[config.mk]
export PLATFORM = sky130hd
export DESIGN_NAME = obi_mem_arbiter_flat
export DESIGN_NICKNAME = d
export VERILOG_FILES = /design/src/rtl/obi_mem_arbiter_pkg.sv /design/src/rtl/obi_mem_arbiter_if.sv /design/src/rtl/obi_mem_arbiter_owner_fifo.sv /design/src/rtl/obi_mem_arbiter.sv /design/src/flat_wrapper.sv
export SDC_FILE = /design/constraint.sdc
export NUM_CORES = 1
export LEC_CHECK = 0
export ABC_AREA = 1
export BUFFER_PORTS_ARGS = -buffer_cell sky130_fd_sc_hd__buf_2
export CAP_MARGIN = 20
export CORE_AREA = 2 2 108 110
export DETAILED_ROUTE_END_ITERATION = 16
export DIE_AREA = 0 0 110 112
export SLEW_MARGIN = 20
export SYNTH_ARGS = -nofsm -noshare
export SYNTH_HDL_FRONTEND = slang
export SYNTH_SLANG_ARGS = --single-unit
[constraint.sdc]
create_clock -name clock -period 2.11 [get_ports clock]
set_input_delay 0.211 -clock clock [delete_from_list [all_inputs] [get_ports clock]]
set_output_delay 0.211 -clock clock [all_outputs]
set_load 0.02 [all_outputs]
[src/rtl/obi_mem_arbiter_pkg.sv]
// rtl/obi_mem_arbiter_pkg.sv - shared types and constants for the OBI memory arbiter
// Purpose: owner IDs, arbiter lock states and default constants shared by the
//          arbiter top, its owner FIFO and the testbench.
// Ports:   none (package).
package obi_arb_pkg;

  typedef enum logic {
    OWNER_INSTR = 1'b0,
    OWNER_DATA  = 1'b1
  } owner_e;

  typedef enum logic [1:0] {
    IDLE   = 2'd0,
    LOCK_I = 2'd1,
    LOCK_D = 2'd2
  } arb_state_e;

  localparam int DEFAULT_MAX_OUTSTANDING = 2;

  // Wide enough for any practical DATA_W/8; users slice the low bits.
  localparam logic [127:0] INSTR_BE_ALL = '1;

endpackage

[src/rtl/obi_mem_arbiter_if.sv]
// rtl/obi_mem_arbiter_if.sv - bundle of fetch, LSU and downstream memory handshake signals
// Purpose: groups the instruction, data and downstream OBI-style signals.
// Modports:
//   slave  - arbiter view: takes fetch/LSU requests, drives the memory port.
//   master - environment view: drives fetch/LSU requests, answers as memory.
interface obi_mem_arbiter_if #(
  parameter int ADDR_W = 32,
  parameter int DATA_W = 32
);
  localparam int BE_W = DATA_W / 8;

  logic              instr_req_i;
  logic [ADDR_W-1:0] instr_addr_i;
  logic              instr_gnt_o;
  logic              instr_rvalid_o;
  logic [DATA_W-1:0] instr_rdata_o;

  logic              data_req_i;
  logic              data_we_i;
  logic [BE_W-1:0]   data_be_i;
  logic [ADDR_W-1:0] data_addr_i;
  logic [DATA_W-1:0] data_wdata_i;
  logic              data_gnt_o;
  logic              data_rvalid_o;
  logic [DATA_W-1:0] data_rdata_o;

  logic              mem_req_o;
  logic              mem_we_o;
  logic [BE_W-1:0]   mem_be_o;
  logic [ADDR_W-1:0] mem_addr_o;
  logic [DATA_W-1:0] mem_wdata_o;
  logic              mem_gnt_i;
  logic              mem_rvalid_i;
  logic [DATA_W-1:0] mem_rdata_i;

  modport slave (
    input  instr_req_i, instr_addr_i,
    output instr_gnt_o, instr_rvalid_o, instr_rdata_o,
    input  data_req_i, data_we_i, data_be_i, data_addr_i, data_wdata_i,
    output data_gnt_o, data_rvalid_o, data_rdata_o,
    output mem_req_o, mem_we_o, mem_be_o, mem_addr_o, mem_wdata_o,
    input  mem_gnt_i, mem_rvalid_i, mem_rdata_i
  );

  modport master (
    output instr_req_i, instr_addr_i,
    input  instr_gnt_o, instr_rvalid_o, instr_rdata_o,
    output data_req_i, data_we_i, data_be_i, data_addr_i, data_wdata_i,
    input  data_gnt_o, data_rvalid_o, data_rdata_o,
    input  mem_req_o, mem_we_o, mem_be_o, mem_addr_o, mem_wdata_o,
    output mem_gnt_i, mem_rvalid_i, mem_rdata_i
  );

endinterface

[src/rtl/obi_mem_arbiter_owner_fifo.sv]
// rtl/obi_mem_arbiter_owner_fifo.sv - in-order FIFO of owner IDs for outstanding transactions
// Purpose: records which requester owns each granted-but-unanswered transaction.
// Ports:
//   clock, reset       - clock, asynchronous active-high reset
//   push, push_data    - enqueue one owner bit
//   pop                - dequeue the head (legal when non-empty, or with a same-cycle push)
//   head_data          - current head; bypasses push_data while empty
//   full, empty, count - occupancy status
module obi_owner_fifo #(
  parameter  int DEPTH = 2,
  localparam int PW    = (DEPTH > 1) ? $clog2(DEPTH) : 1,
  localparam int CW    = $clog2(DEPTH + 1)
) (
  input  logic          clock,
  input  logic          reset,
  input  logic          push,
  input  logic          push_data,
  input  logic          pop,
  output logic          head_data,
  output logic          full,
  output logic          empty,
  output logic [CW-1:0] count
);

  logic [DEPTH-1:0] mem_q;
  logic [PW-1:0]    rd_q, wr_q;
  logic [CW-1:0]    cnt_q;
  logic             bypass, do_write, do_read;

  function automatic logic [PW-1:0] ptr_inc(input logic [PW-1:0] p);
    if (p == PW'(DEPTH - 1)) return '0;
    return p + 1'b1;
  endfunction

  assign empty = (cnt_q == '0);
  assign full  = (cnt_q == CW'(DEPTH));
  assign count = cnt_q;

  // A push and pop on an empty FIFO pass straight through without storage.
  assign bypass    = push & pop & empty;
  assign do_write  = push & ~bypass;
  assign do_read   = pop & ~empty;
  assign head_data = empty ? push_data : mem_q[rd_q];

  always_ff @(posedge clock or posedge reset) begin
    if (reset) begin
      mem_q <= '0;
      rd_q  <= '0;
      wr_q  <= '0;
      cnt_q <= '0;
    end else begin
      if (do_write) begin
        mem_q[wr_q] <= push_data;
        wr_q        <= ptr_inc(wr_q);
      end
      if (do_read) begin
        rd_q <= ptr_inc(rd_q);
      end
      case ({do_write, do_read})
        2'b10:   cnt_q <= cnt_q + 1'b1;
        2'b01:   cnt_q <= cnt_q - 1'b1;
        default: cnt_q <= cnt_q;
      endcase
    end
  end

endmodule

[src/rtl/obi_mem_arbiter.sv]
// rtl/obi_mem_arbiter.sv - round-robin arbiter sharing one OBI memory port between fetch and LSU
// Purpose: selects fetch or LSU onto the downstream port, holds the selection
//          until grant, and routes each response back to its issuer in order.
// Ports:
//   clock, reset   - clock, asynchronous active-high reset
//   bus            - fetch, LSU and downstream memory signals (slave modport)
//   outstanding_o  - granted-but-unanswered transaction count
//   resp_err_o     - sticky flag: response seen with nothing outstanding
module obi_mem_arbiter
  import obi_arb_pkg::*;
#(
  parameter  int MAX_OUTSTANDING = DEFAULT_MAX_OUTSTANDING,
  parameter  int ADDR_W          = 32,
  parameter  int DATA_W          = 32,
  localparam int BE_W            = DATA_W / 8,
  localparam int CNT_W           = $clog2(MAX_OUTSTANDING + 1)
) (
  input  logic             clock,
  input  logic             reset,
  obi_mem_arbiter_if.slave bus,
  output logic [CNT_W-1:0] outstanding_o,
  output logic             resp_err_o
);

  arb_state_e state_q, state_d;
  owner_e     rr_q, sel, head_owner;
  logic       sel_req, can_issue, mem_req, grant;
  logic       fifo_full, fifo_empty, fifo_pop, fifo_head;
  logic       resp_err_q;

  logic [ADDR_W-1:0] sel_addr;
  logic              sel_we;
  logic [BE_W-1:0]   sel_be;
  logic [DATA_W-1:0] sel_wdata;

  always_ff @(posedge clock or posedge reset) begin
    if (reset) begin
      state_q    <= IDLE;
      rr_q       <= OWNER_INSTR;
      resp_err_q <= 1'b0;
    end else begin
      state_q <= state_d;
      if (grant) begin
        rr_q <= (sel == OWNER_DATA) ? OWNER_INSTR : OWNER_DATA;
      end
      if (bus.mem_rvalid_i && fifo_empty && !grant) begin
        resp_err_q <= 1'b1;
      end
    end
  end

  always_comb begin
    state_d   = state_q;
    sel       = OWNER_INSTR;
    sel_req   = 1'b0;
    can_issue = 1'b0;
    mem_req   = 1'b0;
    grant     = 1'b0;

    case (state_q)
      LOCK_I:  sel = OWNER_INSTR;
      LOCK_D:  sel = OWNER_DATA;
      default: begin
        if (bus.instr_req_i && bus.data_req_i) sel = rr_q;
        else if (bus.data_req_i)               sel = OWNER_DATA;
        else                                   sel = OWNER_INSTR;
      end
    endcase

    sel_req   = (sel == OWNER_DATA) ? bus.data_req_i : bus.instr_req_i;
    // A response retiring this cycle frees a slot, so a full FIFO can still issue.
    can_issue = !fifo_full || bus.mem_rvalid_i;
    mem_req   = sel_req && can_issue && !reset;
    grant     = mem_req && bus.mem_gnt_i;

    case (state_q)
      IDLE: begin
        if (mem_req && !bus.mem_gnt_i) begin
          state_d = (sel == OWNER_DATA) ? LOCK_D : LOCK_I;
        end
      end
      LOCK_I, LOCK_D: begin
        // A withdrawn request drops the lock without pushing anything.
        if (grant || !sel_req) state_d = IDLE;
      end
      default: state_d = IDLE;
    endcase
  end

  always_comb begin
    sel_addr  = bus.instr_addr_i;
    sel_we    = 1'b0;
    sel_be    = INSTR_BE_ALL[BE_W-1:0];
    sel_wdata = '0;
    if (sel == OWNER_DATA) begin
      sel_addr  = bus.data_addr_i;
      sel_we    = bus.data_we_i;
      sel_be    = bus.data_be_i;
      sel_wdata = bus.data_wdata_i;
    end
  end

  assign bus.mem_req_o   = mem_req;
  assign bus.mem_addr_o  = sel_addr;
  assign bus.mem_we_o    = sel_we;
  assign bus.mem_be_o    = sel_be;
  assign bus.mem_wdata_o = sel_wdata;

  assign bus.instr_gnt_o = grant && (sel == OWNER_INSTR);
  assign bus.data_gnt_o  = grant && (sel == OWNER_DATA);

  // A pop on an empty FIFO is only meaningful with a same-cycle push (bypass).
  assign fifo_pop   = bus.mem_rvalid_i && (!fifo_empty || grant);
  assign head_owner = owner_e'(fifo_head);

  assign bus.instr_rvalid_o = fifo_pop && (head_owner == OWNER_INSTR);
  assign bus.data_rvalid_o  = fifo_pop && (head_owner == OWNER_DATA);
  assign bus.instr_rdata_o  = bus.mem_rdata_i;
  assign bus.data_rdata_o   = bus.mem_rdata_i;

  assign resp_err_o = resp_err_q;

  obi_owner_fifo #(
    .DEPTH (MAX_OUTSTANDING)
  ) u_owner_fifo (
    .clock     (clock),
    .reset     (reset),
    .push      (grant),
    .push_data (sel),
    .pop       (fifo_pop),
    .head_data (fifo_head),
    .full      (fifo_full),
    .empty     (fifo_empty),
    .count     (outstanding_o)
  );

endmodule

[src/flat_wrapper.sv]
// flat-port wrapper written by rule: the top's interface ports become plain ports
module obi_mem_arbiter_flat import obi_arb_pkg::*;
#(
  parameter  int MAX_OUTSTANDING = DEFAULT_MAX_OUTSTANDING,
  parameter  int ADDR_W          = 32,
  parameter  int DATA_W          = 32,
  localparam int BE_W            = DATA_W / 8,
  localparam int CNT_W           = $clog2(MAX_OUTSTANDING + 1)
)
  (clock, reset, outstanding_o, resp_err_o, bus_instr_req_i, bus_instr_addr_i, bus_instr_gnt_o, bus_instr_rvalid_o, bus_instr_rdata_o, bus_data_req_i, bus_data_we_i, bus_data_be_i, bus_data_addr_i, bus_data_wdata_i, bus_data_gnt_o, bus_data_rvalid_o, bus_data_rdata_o, bus_mem_req_o, bus_mem_we_o, bus_mem_be_o, bus_mem_addr_o, bus_mem_wdata_o, bus_mem_gnt_i, bus_mem_rvalid_i, bus_mem_rdata_i);
  obi_mem_arbiter_if #(.ADDR_W(ADDR_W), .DATA_W(DATA_W)) bus_i ();
  input  logic clock;
  input  logic reset;
  output logic [CNT_W-1:0] outstanding_o;
  output logic resp_err_o;
  input wire logic [$bits(bus_i.instr_req_i)-1:0] bus_instr_req_i;
  input wire logic [$bits(bus_i.instr_addr_i)-1:0] bus_instr_addr_i;
  output wire logic [$bits(bus_i.instr_gnt_o)-1:0] bus_instr_gnt_o;
  output wire logic [$bits(bus_i.instr_rvalid_o)-1:0] bus_instr_rvalid_o;
  output wire logic [$bits(bus_i.instr_rdata_o)-1:0] bus_instr_rdata_o;
  input wire logic [$bits(bus_i.data_req_i)-1:0] bus_data_req_i;
  input wire logic [$bits(bus_i.data_we_i)-1:0] bus_data_we_i;
  input wire logic [$bits(bus_i.data_be_i)-1:0] bus_data_be_i;
  input wire logic [$bits(bus_i.data_addr_i)-1:0] bus_data_addr_i;
  input wire logic [$bits(bus_i.data_wdata_i)-1:0] bus_data_wdata_i;
  output wire logic [$bits(bus_i.data_gnt_o)-1:0] bus_data_gnt_o;
  output wire logic [$bits(bus_i.data_rvalid_o)-1:0] bus_data_rvalid_o;
  output wire logic [$bits(bus_i.data_rdata_o)-1:0] bus_data_rdata_o;
  output wire logic [$bits(bus_i.mem_req_o)-1:0] bus_mem_req_o;
  output wire logic [$bits(bus_i.mem_we_o)-1:0] bus_mem_we_o;
  output wire logic [$bits(bus_i.mem_be_o)-1:0] bus_mem_be_o;
  output wire logic [$bits(bus_i.mem_addr_o)-1:0] bus_mem_addr_o;
  output wire logic [$bits(bus_i.mem_wdata_o)-1:0] bus_mem_wdata_o;
  input wire logic [$bits(bus_i.mem_gnt_i)-1:0] bus_mem_gnt_i;
  input wire logic [$bits(bus_i.mem_rvalid_i)-1:0] bus_mem_rvalid_i;
  input wire logic [$bits(bus_i.mem_rdata_i)-1:0] bus_mem_rdata_i;
  assign bus_i.instr_req_i = bus_instr_req_i;
  assign bus_i.instr_addr_i = bus_instr_addr_i;
  assign bus_instr_gnt_o = bus_i.instr_gnt_o;
  assign bus_instr_rvalid_o = bus_i.instr_rvalid_o;
  assign bus_instr_rdata_o = bus_i.instr_rdata_o;
  assign bus_i.data_req_i = bus_data_req_i;
  assign bus_i.data_we_i = bus_data_we_i;
  assign bus_i.data_be_i = bus_data_be_i;
  assign bus_i.data_addr_i = bus_data_addr_i;
  assign bus_i.data_wdata_i = bus_data_wdata_i;
  assign bus_data_gnt_o = bus_i.data_gnt_o;
  assign bus_data_rvalid_o = bus_i.data_rvalid_o;
  assign bus_data_rdata_o = bus_i.data_rdata_o;
  assign bus_mem_req_o = bus_i.mem_req_o;
  assign bus_mem_we_o = bus_i.mem_we_o;
  assign bus_mem_be_o = bus_i.mem_be_o;
  assign bus_mem_addr_o = bus_i.mem_addr_o;
  assign bus_mem_wdata_o = bus_i.mem_wdata_o;
  assign bus_i.mem_gnt_i = bus_mem_gnt_i;
  assign bus_i.mem_rvalid_i = bus_mem_rvalid_i;
  assign bus_i.mem_rdata_i = bus_mem_rdata_i;
  obi_mem_arbiter #(.MAX_OUTSTANDING(MAX_OUTSTANDING), .ADDR_W(ADDR_W), .DATA_W(DATA_W)) u_core (.clock(clock), .reset(reset), .bus(bus_i), .outstanding_o(outstanding_o), .resp_err_o(resp_err_o));
endmodule
# Word-level counts from Yosys, hierarchy flattened
# Cells that the tools add are included.
[word_totals]
output_inout_bits = 141
in_bits = 139
elab_cells = 84
ff_bits = 10
[op_classes]
reduce_logical = 27
n_addsub = 4
muxes = 28
n_eq_ne = 7
order_cmp = 3
bitwise = 8
[ops]
columns = ["op", "count"]
rows = [
  ["$mux W32", 2],
  ["$mux W1", 17],
  ["$logic_and A1 B1 Y1", 13],
  ["$pmux W2 S2", 2],
  ["$eq A2 B2 Y1 const B", 3],
  ["$logic_not A1 Y1", 6],
  ["$mux W2", 3],
  ["$and A1 B1 Y1", 4],
  ["$eq A2 B1 Y1 const B", 2],
  ["$logic_not A2 Y1", 2],
  ["$lt A1 B2 Y1 const B", 2],
  ["$mux W4", 1],
  ["$ne A2 B1 Y1 const B", 2],
  ["$not A1 Y1", 4],
  ["$logic_or A1 B1 Y1", 3],
  ["$add A1 B1 Y1 const B", 2],
  ["$add A2 B1 Y2 const B", 1],
  ["$bwmux W2", 1],
  ["$pmux W1 S2", 1],
  ["$reduce_and A2 Y1", 1],
  ["$reduce_bool A2 Y1", 1],
  ["$reduce_or A2 Y1", 1],
  ["$sub A2 B1 Y2 const B", 1],
  ["$demux W1 S1", 1],
  ["$ge A1 B1 Y1 const B", 1],
]

# Logic depth before layout (Yosys ltp)
# Gate-level depths: netlist (run 1).
[logic_depth]
depth_word = 15
ltp_mapped = 12
depth_no_buf = 12

# By module
# Synthesis (run 1) repeated with hierarchy kept, for this count alone.
[unflattened]
hier_cells = 335
hier_area_um2 = 1868.0
[modules_own_cells]
columns = ["mod", "area_per_inst_um2", "cells_each", "instances", "seq_area_each_um2"]
rows = [
  ["obi_mem_arbiter", 1514.0, 294, 1, 100.1],
  ["obi_owner_fifo", 354.1, 41, 1, 150.1],
]

# Least setup slack after synthesis (run 1)
# OpenSTA, ideal clock, no wires.
[synth_timing]
kind = "reg2reg"
start = "register u_core.state_q[0]"
end = "register u_core.u_owner_fifo.cnt_q[1], in the netlist u_core.u_owner_fifo.count[1]"
required_ns = 1.979
setup_slack_ns = 0.014
t_arrival_ns = 1.965
setup_ns = 0.131
path_buffers = 0
stages_incl_launch_ff = 13
period_less_slack_ns = 2.096
path_cell_list = "dfrtp_1 -> inv_1 -> ha_1 -> nor2_1 -> nand2_2 -> nand3_2 -> nand3_4 -> nor2_8 -> nand2_1 -> ha_1 -> a21oi_1 -> o21ai_0 -> xnor2_1"
[synth_between]
elab_chain_len = 14
word_cells_on_any_way = 18
classes_between = "eq/ne: 4; mux: 3; bitwise: 5; reduce/logical: 6"
[synth_rtl]
columns = ["element", "line", "text"]
rows = [
  ["from (decl)", "obi_mem_arbiter.sv:25", "arb_state_e state_q, state_d;"],
  ["from (signal assigned)", "obi_mem_arbiter.sv:42", "state_q <= state_d;"],
  ["$eq A2 B2 Y1 or $eq A2 B1 Y1 (tied branches)", "obi_mem_arbiter.sv:60", "case (state_q)"],
  ["$pmux W1 S2 (*)", "obi_mem_arbiter.sv:60", ""],
  ["$mux W1 (*)", "obi_mem_arbiter.sv:70", "sel_req = (sel == OWNER_DATA) ? bus.data_req_i : bus.instr_req_i;"],
  ["$logic_and A1 B1 Y1 (*) (2 in a row)", "obi_mem_arbiter.sv:73", "mem_req = sel_req && can_issue && !reset;"],
  ["$logic_and A1 B1 Y1 (*)", "obi_mem_arbiter.sv:74", "grant = mem_req && bus.mem_gnt_i;"],
  ["$logic_or A1 B1 Y1", "obi_mem_arbiter.sv:113", "assign fifo_pop = bus.mem_rvalid_i && (!fifo_empty || grant);"],
  ["$logic_and A1 B1 Y1", "obi_mem_arbiter.sv:113", ""],
  ["$and A1 B1 Y1 (2 in a row)", "obi_mem_arbiter_owner_fifo.sv:40", "assign bypass = push & pop & empty;"],
  ["$not A1 Y1", "obi_mem_arbiter_owner_fifo.sv:41", "assign do_write = push & ~bypass;"],
  ["$and A1 B1 Y1", "obi_mem_arbiter_owner_fifo.sv:41", ""],
  ["$eq A2 B1 Y1 or $eq A2 B2 Y1 (tied branches)", "obi_mem_arbiter_owner_fifo.sv:59", "case ({do_write, do_read})"],
  ["$pmux W2 S2 or $reduce_bool A2 Y1 (tied branches)", "n/a", ""],
  ["to (signal assigned)", "obi_mem_arbiter_owner_fifo.sv:60", "2'b10: cnt_q <= cnt_q + 1'b1;"],
  ["to (signal assigned)", "obi_mem_arbiter_owner_fifo.sv:61", "2'b01: cnt_q <= cnt_q - 1'b1;"],
  ["to (signal assigned)", "obi_mem_arbiter_owner_fifo.sv:62", "default: cnt_q <= cnt_q;"],
  ["to (decl)", "obi_mem_arbiter_owner_fifo.sv:27", "logic [CW-1:0] cnt_q;"],
]
# Mark *: on every way between the ends. The rest lies on a longest branch, timed or not.
# A chain may end at the register's enable or synchronous reset.

# Final worst setup path (run 1)
[layout_timing]
start = "register u_core.state_q[0]"
end = "output bus_data_rvalid_o"
[layout_between]
elab_chain_len = 9
word_cells_on_any_way = 11
classes_between = "eq/ne: 2; mux: 3; reduce/logical: 6"
[layout_rtl]
columns = ["element", "line", "text"]
rows = [
  ["$eq A2 B2 Y1 or $eq A2 B1 Y1 (tied branches)", "obi_mem_arbiter.sv:60", ""],
  ["$pmux W1 S2 (*)", "obi_mem_arbiter.sv:60", ""],
  ["$mux W1", "obi_mem_arbiter.sv:70", ""],
  ["$logic_and A1 B1 Y1 (2 in a row)", "obi_mem_arbiter.sv:73", ""],
  ["$logic_and A1 B1 Y1", "obi_mem_arbiter.sv:74", ""],
  ["$logic_or A1 B1 Y1", "obi_mem_arbiter.sv:113", ""],
  ["$logic_and A1 B1 Y1", "obi_mem_arbiter.sv:113", ""],
  ["$logic_and A1 B1 Y1 (*)", "obi_mem_arbiter.sv:117", "assign bus.data_rvalid_o = fifo_pop && (head_owner == OWNER_DATA);"],
  ["to (decl)", "flat_wrapper.sv:27", "output wire logic [$bits(bus_i.data_rvalid_o)-1:0] bus_data_rvalid_o;"],
]
# Marked as above.

==> results_dict.tcl, run 1 <==
set metrics [dict create \
    slowest_delay_ns 0.38 \
    fin_nets 600 \
    clock_skew_ns 0.00203 \
    die_h_um 112 \
    yosysMostFrequentCell "nand2_1" \
    tns_ns 0 \
    yosys_warnings 0 \
    ir_worst_vdd_uv 731 \
    drive_gt1_share_pct 49.5 \
    synth_top_area_share_pct 26.3 \
    reg2reg_depth 13 \
    start_kind "register" \
    crit_family "simple AND/OR/NAND/NOR gates" \
    ys_types 24 \
    fp.coreArea_um2 11200 \
    ios 280 \
    grt_pass1_wl_um 9630 \
    finalHoldViolCount 0 \
    antenna_found_initial 0 \
    area_delta_synth_final_pct 53.2 \
    min_period_ns 2.09 \
    rows 39 \
    die_w_um 110 \
    port_buffers 183 \
    clkSinkCount 10 \
    clock_tree.buffer_depth 2 \
    timing.rr.start "u_core.state_q[0]" \
    syn_inst 327 \
    cp_cell_sequence "inv_2 -> ha_4 -> nor2_4 -> nand2_4 -> nand3_4 -> buf_6 -> nand4_1 -> nand2_1 -> nand2_2 -> nor2_4 -> buf_6" \
    avgViaCountPerCell 3.80 \
    cpMaxStageDelayCell "dfrtp_1" \
    dr_total_vias 2281 \
    cp_data_arrival_time_ns 1.87 \
    cp.required_ns 1.90 \
    dpl.hpwl_um 5620 \
    die-area_um2 12300 \
    h-tree-depth 1 \
    insertion_delay_ns 0.24 \
    path_class "reg2out" \
    cellPowerDensity_nw_per_um2 1480 \
    holdPathStages 0 \
    regArea_um2 250 \
    timing.final.crit_share_pct 98.8 \
    drc_errors 0 \
    grtUsageTotal_pct 9.76 \
    r2r_end "u_core.u_owner_fifo.count[1]" \
    crit_path_end_kind "primary output" \
    drtIter0Drc 82 \
    fillers 1289 \
    synthArstFlopShare_pct 100 \
    post-place-cells 588 \
    min_to "bus_data_rdata_o[10]" \
    hold_path.class "in2out" \
    drv_slew 0 \
    start_util_pct 16.3 \
    clk_pin_slew_ns 0.04 \
    crit_buf_inv 3 \
    hold_start "bus_mem_rdata_i[10]" \
    maxSlewHeadroom_pct 79.4 \
    ys_ff_latch 10 \
    clockRootBuffer "clkbuf_16" \
    synth_edf_count 0 \
    synthTopCellsByArea "buf_4 (26%), nand2_1 (24%), dfrtp_1 (14%)" \
    drv_cap 0 \
    postSynthAreaPerCell_um2 5.58 \
    grt_max_degree 37 \
    timing.fmax_ghz 0.480 \
    wire_per_inst_um 12.0 \
    rrSetupSlack_ns 0.09 \
    numCtsBuffers 3 \
    setup_viol 0 \
    cts_tree "done" \
    antenna_left 0 \
    gp_congestion 0.731 \
    critical_path.max_fanout 4 \
    synth_area_um2 1820 \
    grt_pass1_vias 2004 \
    ys.flop_type "dfrtp_1" \
    n_antenna_cell 0 \
    leakagePower_nw 1.85 \
    status "finished clean" \
    finalPower_mw 4.14 \
    ys_seq_area_share_pct 13.7 \
    syn_nets 469 \
    multi_input_area_um2 931 \
    synth_commonest_cells "nand2_1 (119), buf_4 (64), inv_1 (48)" \
    layout.cells.non_filler 600 \
    overflow 0 \
    worstMarginPinSlew_ns 0.307 \
    hold_ws_ns 0.422 \
    yosysTopAreaCell "buf_4" \
    rsz0062_at_grt "yes" \
    firstDrtPassIters 4 \
    wirelength_um 7200 \
]
==> worst max-delay path by stage <==
stage / start / to / depth (start not counted)
after floorplan: u_core.state_q[0] / u_core.u_owner_fifo.count[1] / 12
after global placement: u_core.state_q[0] / u_core.u_owner_fifo.count[1] / 12
after detailed placement: u_core.state_q[1] / u_core.u_owner_fifo.count[1] / 12
after CTS: u_core.state_q[0] / bus_instr_rvalid_o / 11
after global routing: u_core.state_q[0] / bus_data_rvalid_o / 11
final: u_core.state_q[0] / bus_data_rvalid_o / 11
==> registers in the layout, indices dropped and copies added, names as in the netlist <==
name                       count
u_core.u_owner_fifo.count      2
u_core.u_owner_fifo.wr_q       1
u_core.u_owner_fifo.rd_q       1
u_core.state_q                 2
u_core.resp_err_o              1
u_core.u_owner_fifo.mem_q      2
u_core.rr_q                    1
==> cell usage in the layout, fill, tap and decap left out, drive strengths merged <==
cell         instances
dlygate4sd3          1
xor2                 1
a21oi                1
buf                197
mux2                 1
o21bai               1
nor2                43
inv                 51
or2                  4
nand2              121
dfrtp               10
clkbuf               6
nand3                8
nand4                4
o21ai                3
ha                   3
xnor2                2
==> where the power goes <==
group / total [mW] / switching (mW) / leakage [nW] / internal [mW]
registers: 0.350 / 0.0694 / 0.120 / 0.280
logic: 3.41 / 2.15 / 1.68 / 1.26
clock network: 0.378 / 0.0925 / 0.0442 / 0.285
==> layout make-up <==
| type | instances | area share [%] |
|---|---|---|
| Timing Repair Buffer | 200 | 41.1 |
| Multi-Input combinational cell | 192 | 33.3 |
| Sequential cell | 10 | 8.96 |
| Inverter | 51 | 7.03 |
| Tap cell | 143 | 6.40 |
| Clock buffer | 4 | 3.18 |
==> cells by family after synthesis <==
kind of cell / after synthesis / synth area share [%]
multiplexers: 1 / 0.617
AND/OR/NAND/NOR: 180 / 41.1
XOR/XNOR: 3 / 1.44
adder cells (fa/ha/maj): 3 / 2.06
flip-flops: 10 / 13.7
AO/OA/AOI/OAI: 5 / 1.51
buffers and inverters: 125 / 39.6
==> repair_timing <==
item	in CTS	in global routing
buffers inserted	1	4
hold buffers	1	0
endpoints found under the hold margin	10	0
endpoints found under the setup margin	8	37
resized for setup	4	27
cloned	0	2
pin swaps	1	5
==> metrics by stage <==
| stage | instance area, um^2 | setup WS, ns | util, % |
|---|---|---|---|
| global route | 2790 | -0.120 | 25.0 |
| detailed placement | 2480 | 0.000989 | 22.2 |
| CTS | 2610 | 0.00789 | 23.3 |
| global placement | 2480 | 0.0407 | 22.2 |
| finish | 2790 | 0.0246 | 25.0 |
| floorplan | 1820 | 0.0142 | - |
==> metal layers <==
layer	share of wire, %	vias to the layer above	track usage, %
li1	-	1146	-
met3	12	25	3.63
met4	2.6	0	3.97
met1	40	974	11.3
met5	0	-	0
met2	45	136	16.0
No activity file was read; power rests on OpenSTA's default activity.
==> inputs of run 2 (changes only) <==
--- a/config.mk
+++ b/config.mk
@@ -11,6 +11,7 @@
 export CORE_AREA = 2 2 108 110
 export DETAILED_ROUTE_END_ITERATION = 16
 export DIE_AREA = 0 0 110 112
+export PLACE_DENSITY = 0.58
 export SLEW_MARGIN = 20
 export SYNTH_ARGS = -nofsm -noshare
 export SYNTH_HDL_FRONTEND = slang
==> run 2 against run 1 <==
Setup slack gained 0.029 ns. Cell count shrank 0.67%. Global-route usage shrank 1.2 points. Clock skew is essentially flat. Register-to-register slack gained 0.03 ns. Critical path depth shrank 1. First-iteration DRC count shrank 41%. Largest cell class unchanged.
==> results_dict.tcl, run 2 (same netlist as run 1, synthesis figures left out) <==
set metrics [dict create \
    status "finished clean" \
    layout_common_cells "buf_2 (175), nand2_1 (118), inv_1 (46)" \
    start_kind "register" \
    clock_tree.buffer_depth 2 \
    grt_pass1_vias 1939 \
    port_buffers 183 \
    worstMarginPinSlew_ns 0.249 \
    hold_ws_ns 0.407 \
    rows 39 \
    rrSetupSlack_ns 0.12 \
    cp.required_ns 1.90 \
    ios 280 \
    clk_pin_slew_ns 0.04 \
    cp_data_arrival_time_ns 1.85 \
    rsz0062_at_grt "yes" \
    utilization_pct 24.3 \
    cp_cell_sequence "inv_2 -> ha_4 -> nor2_4 -> nand2_2 -> nand2_4 -> inv_6 -> buf_12 -> buf_4 -> nor2_1 -> buf_2" \
    grt_pass1_wl_um 8580 \
    final_common_cell "buf_2" \
    wirelength_um 6150 \
    cts_tree "done" \
    antenna_left 0 \
    die_h_um 112 \
    grtUsageTotal_pct 8.61 \
    dpl.hpwl_um 4790 \
    leakagePower_nw 1.81 \
    drc_errors 0 \
    fin_nets 597 \
    antenna_found_initial 0 \
    wire_per_inst_um 10.3 \
    path_class "reg2out" \
    slowest_delay_ns 0.38 \
    drtIter0Drc 48 \
    grt_max_degree 37 \
    maxSlewHeadroom_pct 83.4 \
    h-tree-depth 1 \
    setup_viol 0 \
    dr_total_vias 2157 \
    fp.coreArea_um2 11200 \
    numCtsBuffers 3 \
    clockRootBuffer "clkbuf_16" \
    drv_cap 0 \
    drive_gt1_share_pct 48.1 \
    area_delta_synth_final_pct 48.9 \
    avgViaCountPerCell 3.62 \
    insertion_delay_ns 0.24 \
    hold_path.class "in2reg" \
    ir_worst_vdd_uv 455 \
    crit_buf_inv 5 \
    crit_path_end_kind "primary output" \
    min_period_ns 2.06 \
    n_antenna_cell 0 \
    cpMaxStageDelayCell "dfrtp_1" \
    firstDrtPassIters 4 \
    clkSinkCount 10 \
    clock_skew_ns 0.00191 \
    cellPowerDensity_nw_per_um2 1460 \
    timing.final.crit_share_pct 97.5 \
    die_w_um 110 \
    finalHoldViolCount 0 \
    die-area_um2 12300 \
    overflow 0 \
    gp_congestion 0.751 \
    drv_slew 0 \
    crit_family "buffers and inverters" \
    critical_path.max_fanout 9 \
    timing.fmax_ghz 0.486 \
    start_util_pct 16.3 \
]
-- run 2: worst register-to-register path, stage by stage, from the launching register on --
cell and delay [ns]:
dfrtp_1 0.38, inv_2 0.08, ha_4 0.22, nor2_4 0.08, nand2_2 0.08, nand3_2 0.09, nand3_4 0.10, nor2_8 0.09
nand2_1 0.07, ha_1 0.31, a21oi_1 0.12, o21ai_0 0.11, xnor2_1 0.13
-- run 2: final cells by class --
type                    instances  area [um^2]
clock buffers                   3         75.1
fillers                      1288         8460
inverters                      51          196
multi-input cells             192          896
flip-flops and latches         10          250
well taps                     143          179
repair buffers                197         1120
-- run 2: routing by layer --
layer | vias up | GRT usage, % | wire length (um)
li1 | 1136 | - | -
met1 | 891 | 9.25 | 2360
met2 | 106 | 15.7 | 3070
met3 | 24 | 2.63 | 616
met4 | 0 | 2.70 | 107
met5 | - | 0 | 0
-- run 2: metrics by stage --
step | power (mW) | cell area, um^2 | TNS, ns | setup WS [ns] | std cells
floorplan | 2.45 | 1820 | 0 | 0.0142 | 327
finish | 3.97 | 2720 | 0 | 0.0533 | 596
global placement | 3.32 | 2490 | 0 | 0.0289 | 589
global route | 4.35 | 2720 | -0.0483 | -0.0173 | 596
CTS | 3.74 | 2590 | 0 | 0.0319 | 593
detailed placement | 3.33 | 2490 | -0.0132 | -0.0132 | 589
-- run 2: path summary, 6_finish.rpt --
check / depth (start not counted) / start / end
max in group asynchronous: 4 / reset / u_core.state_q[1]
min: 3 / bus_mem_rvalid_i / u_core.resp_err_o
max reg2reg: 12 / u_core.state_q[0] / u_core.u_owner_fifo.count[1]
max: 10 / u_core.state_q[0] / bus_mem_wdata_o[3]
min reg2reg: 2 / u_core.u_owner_fifo.mem_q[0] / u_core.u_owner_fifo.mem_q[0]
min in group asynchronous: 4 / reset / u_core.u_owner_fifo.count[0]
-- run 2: what timing repair did --
item	in CTS	in global routing
cloned	0	2
resized for setup	5	20
pin swaps	1	2
setup endpoints to repair	21	43
setup buffers	0	1
hold buffers	1	0
endpoints found under the hold margin	10	0
-- run 2: power breakdown --
group	leakage [nW]	internal (mW)	switching (mW)
sequential	0.120	0.280	0.0693
clock	0.0370	0.246	0.0881
combinational	1.66	1.24	2.05
total	1.81	1.76	2.20
==> inputs of run 3 (changes only) <==
--- a/config.mk
+++ b/config.mk
@@ -12,6 +12,7 @@
 export DETAILED_ROUTE_END_ITERATION = 16
 export DIE_AREA = 0 0 110 112
 export PLACE_DENSITY = 0.58
+export REMOVE_ABC_BUFFERS = 1
 export SLEW_MARGIN = 20
 export SYNTH_ARGS = -nofsm -noshare
 export SYNTH_HDL_FRONTEND = slang
==> run 3 against run 2 <==
Power grew 19%. Cell area increased by 14%. Via count grew 9.6%. Clock-buffer cell count grew 1. Clock power grew 13%. Setup slack got worse by 0.053 ns. Register-to-register slack better by 0.06 ns. Die area did not move. Clock skew rose by 0.0028 ns. Combinational power grew 22%. The run now ends with hold timing left.
==> results_dict.tcl, run 3 (same netlist as run 1, synthesis figures left out) <==
set metrics [dict create \
    violations "hold timing" \
    start_kind "register" \
    port_buffers 183 \
    hold_ws_ns -0.00785 \
    timing.final.crit_share_pct 100 \
    crit_family "buffers and inverters" \
    rows 39 \
    crit_top_cell "nand2_1" \
    maxSlewHeadroom_pct 80.4 \
    fin_nets 607 \
    reg2reg_depth 12 \
    fp.coreArea_um2 11200 \
    cp_data_arrival_time_ns 1.90 \
    h-tree-depth 1 \
    dr_total_vias 2364 \
    cp.required_ns 1.90 \
    path_class "reg2out" \
    die-area_um2 12300 \
    multi_input_area_um2 958 \
    critical_path.max_fanout 10 \
    min_period_ns 2.11 \
    numCtsBuffers 3 \
    layout_common_cells "buf_2 (122), nand2_1 (117), buf_4 (58)" \
    cp.depth 12 \
    area_delta_synth_final_pct 70.0 \
    clk_pin_slew_ns 0.04 \
    slowest_delay_ns 0.38 \
    dpl.hpwl_um 6440 \
    avgViaCountPerCell 3.89 \
    cellPowerDensity_nw_per_um2 1530 \
    grt_pass1_vias 1882 \
    drv_slew 0 \
    n_antenna_cell 0 \
    start_util_pct 16.3 \
    leakagePower_nw 1.93 \
    rsz0062_at_grt "yes" \
    clock_skew_ns 0.00469 \
    post-place-cells 595 \
    final_common_cell "buf_2" \
    antenna_found_initial 0 \
    overflow 0 \
    cts_tree "done" \
    fillers 1217 \
    worstMarginPinSlew_ns 0.293 \
    cpMaxStageDelayCell "dfrtp_1" \
    grt_max_degree 22 \
    insertion_delay_ns 0.24 \
    setup_viol 0 \
    wirelength_um 8480 \
    crit_path_end_kind "primary output" \
    finalHoldViolCount 10 \
    ios 280 \
    hold_path.class "in2async" \
    ir_worst_vdd_uv 509 \
    gp_congestion 0.754 \
    drtIter0Drc 104 \
    grtUsageTotal_pct 11.7 \
    drc_errors 0 \
    die_h_um 112 \
    cp_cell_sequence "inv_2 -> ha_4 -> nor2_4 -> nand2_2 -> buf_6 -> nand2_4 -> inv_6 -> buf_12 -> clkbuf_16 -> nand2_1 -> nand2_1 -> buf_4" \
    regArea_um2 250 \
    grt_pass1_wl_um 10600 \
    layout.cells.non_filler 607 \
    clockRootBuffer "clkbuf_16" \
    finalPower_mw 4.73 \
    drive_gt1_share_pct 52.8 \
    utilization_pct 27.7 \
    clkSinkCount 10 \
    wire_per_inst_um 14.0 \
    crit_buf_inv 6 \
    clock_tree.buffer_depth 2 \
    timing.fmax_ghz 0.474 \
    antenna_left 0 \
    die_w_um 110 \
    cts_hold_buf 0 \
    status "complete, but fails checks" \
    firstDrtPassIters 4 \
    drv_cap 0 \
]
==> run 3: final timing paths <==
| path | startpoint | to | slack, ns |
|---|---|---|---|
| setup / recovery | u_core.state_q[0] | bus_mem_addr_o[23] | 0.00009 |
| hold / removal | reset | u_core.state_q[1] | -0.008 |
| setup reg to reg | u_core.state_q[0] | u_core.u_owner_fifo.count[1] | 0.18 |
| hold reg to reg | u_core.u_owner_fifo.mem_q[0] | u_core.u_owner_fifo.mem_q[0] | 0.47 |
| max in group asynchronous | reset | u_core.u_owner_fifo.mem_q[1] | 1.97 |
| min in group clock | bus_mem_rvalid_i | u_core.resp_err_o | 0.40 |
==> run 3: timing repair <==
action | in CTS | in global routing
buffers inserted | 3 | 2
resized for setup | 17 | 99
gates cloned | 2 | 1
pin swaps | 4 | 1
setup endpoints to repair | 64 | 69
==> run 3: where the power goes <==
| part | leakage, nW | total [mW] | internal, mW | switching [mW] |
|---|---|---|---|---|
| Sequential | 0.120 | 0.351 | 0.280 | 0.0706 |
| Combinational | 1.77 | 4.00 | 1.79 | 2.21 |
| Clock | 0.0442 | 0.378 | 0.285 | 0.0923 |
==> run 3: final cells by class <==
| class | instances | share of cell area (%) |
|---|---|---|
| flip-flops and latches | 10 | 8.07 |
| inverters | 51 | 6.34 |
| repair buffers | 207 | 46.0 |
| well taps | 143 | 5.77 |
| multi-input cells | 192 | 30.9 |
| clock buffers | 4 | 2.87 |
==> run 3: stage by stage <==
step           setup TNS (ns)  cell area [um^2]  setup slack (ns)
2_1_floorplan           -2.00              1290            -0.223
3_3_place_gp                0              2550            0.0497
3_5_place_dp                0              2550           0.00386
4_1_cts                     0              2770           0.00503
5_1_grt                 -2.78              3100            -0.106
6_report                    0              3100         0.0000853
==> run 3: worst reg2reg max path: cells and delay by family, from the launching register on <==
family	cells	cell delay (ns)
DFF	1	0.38
AOI/OAI and AO/OA	2	0.20
and+or+nand+nor	5	0.51
adders and majority gates	2	0.41
buffers and inverters	2	0.18
xor gates and xnor gates	1	0.13
==> run 3: layer usage <==
metal / GRT usage, % / routed length [um] / vias up
li1: - / - / 1159
met1: 14.4 / 3380 / 1020
met2: 15.7 / 3570 / 179
met3: 9.72 / 1480 / 6
met4: 1.52 / 45 / 0
met5: 2.52 / 0 / -
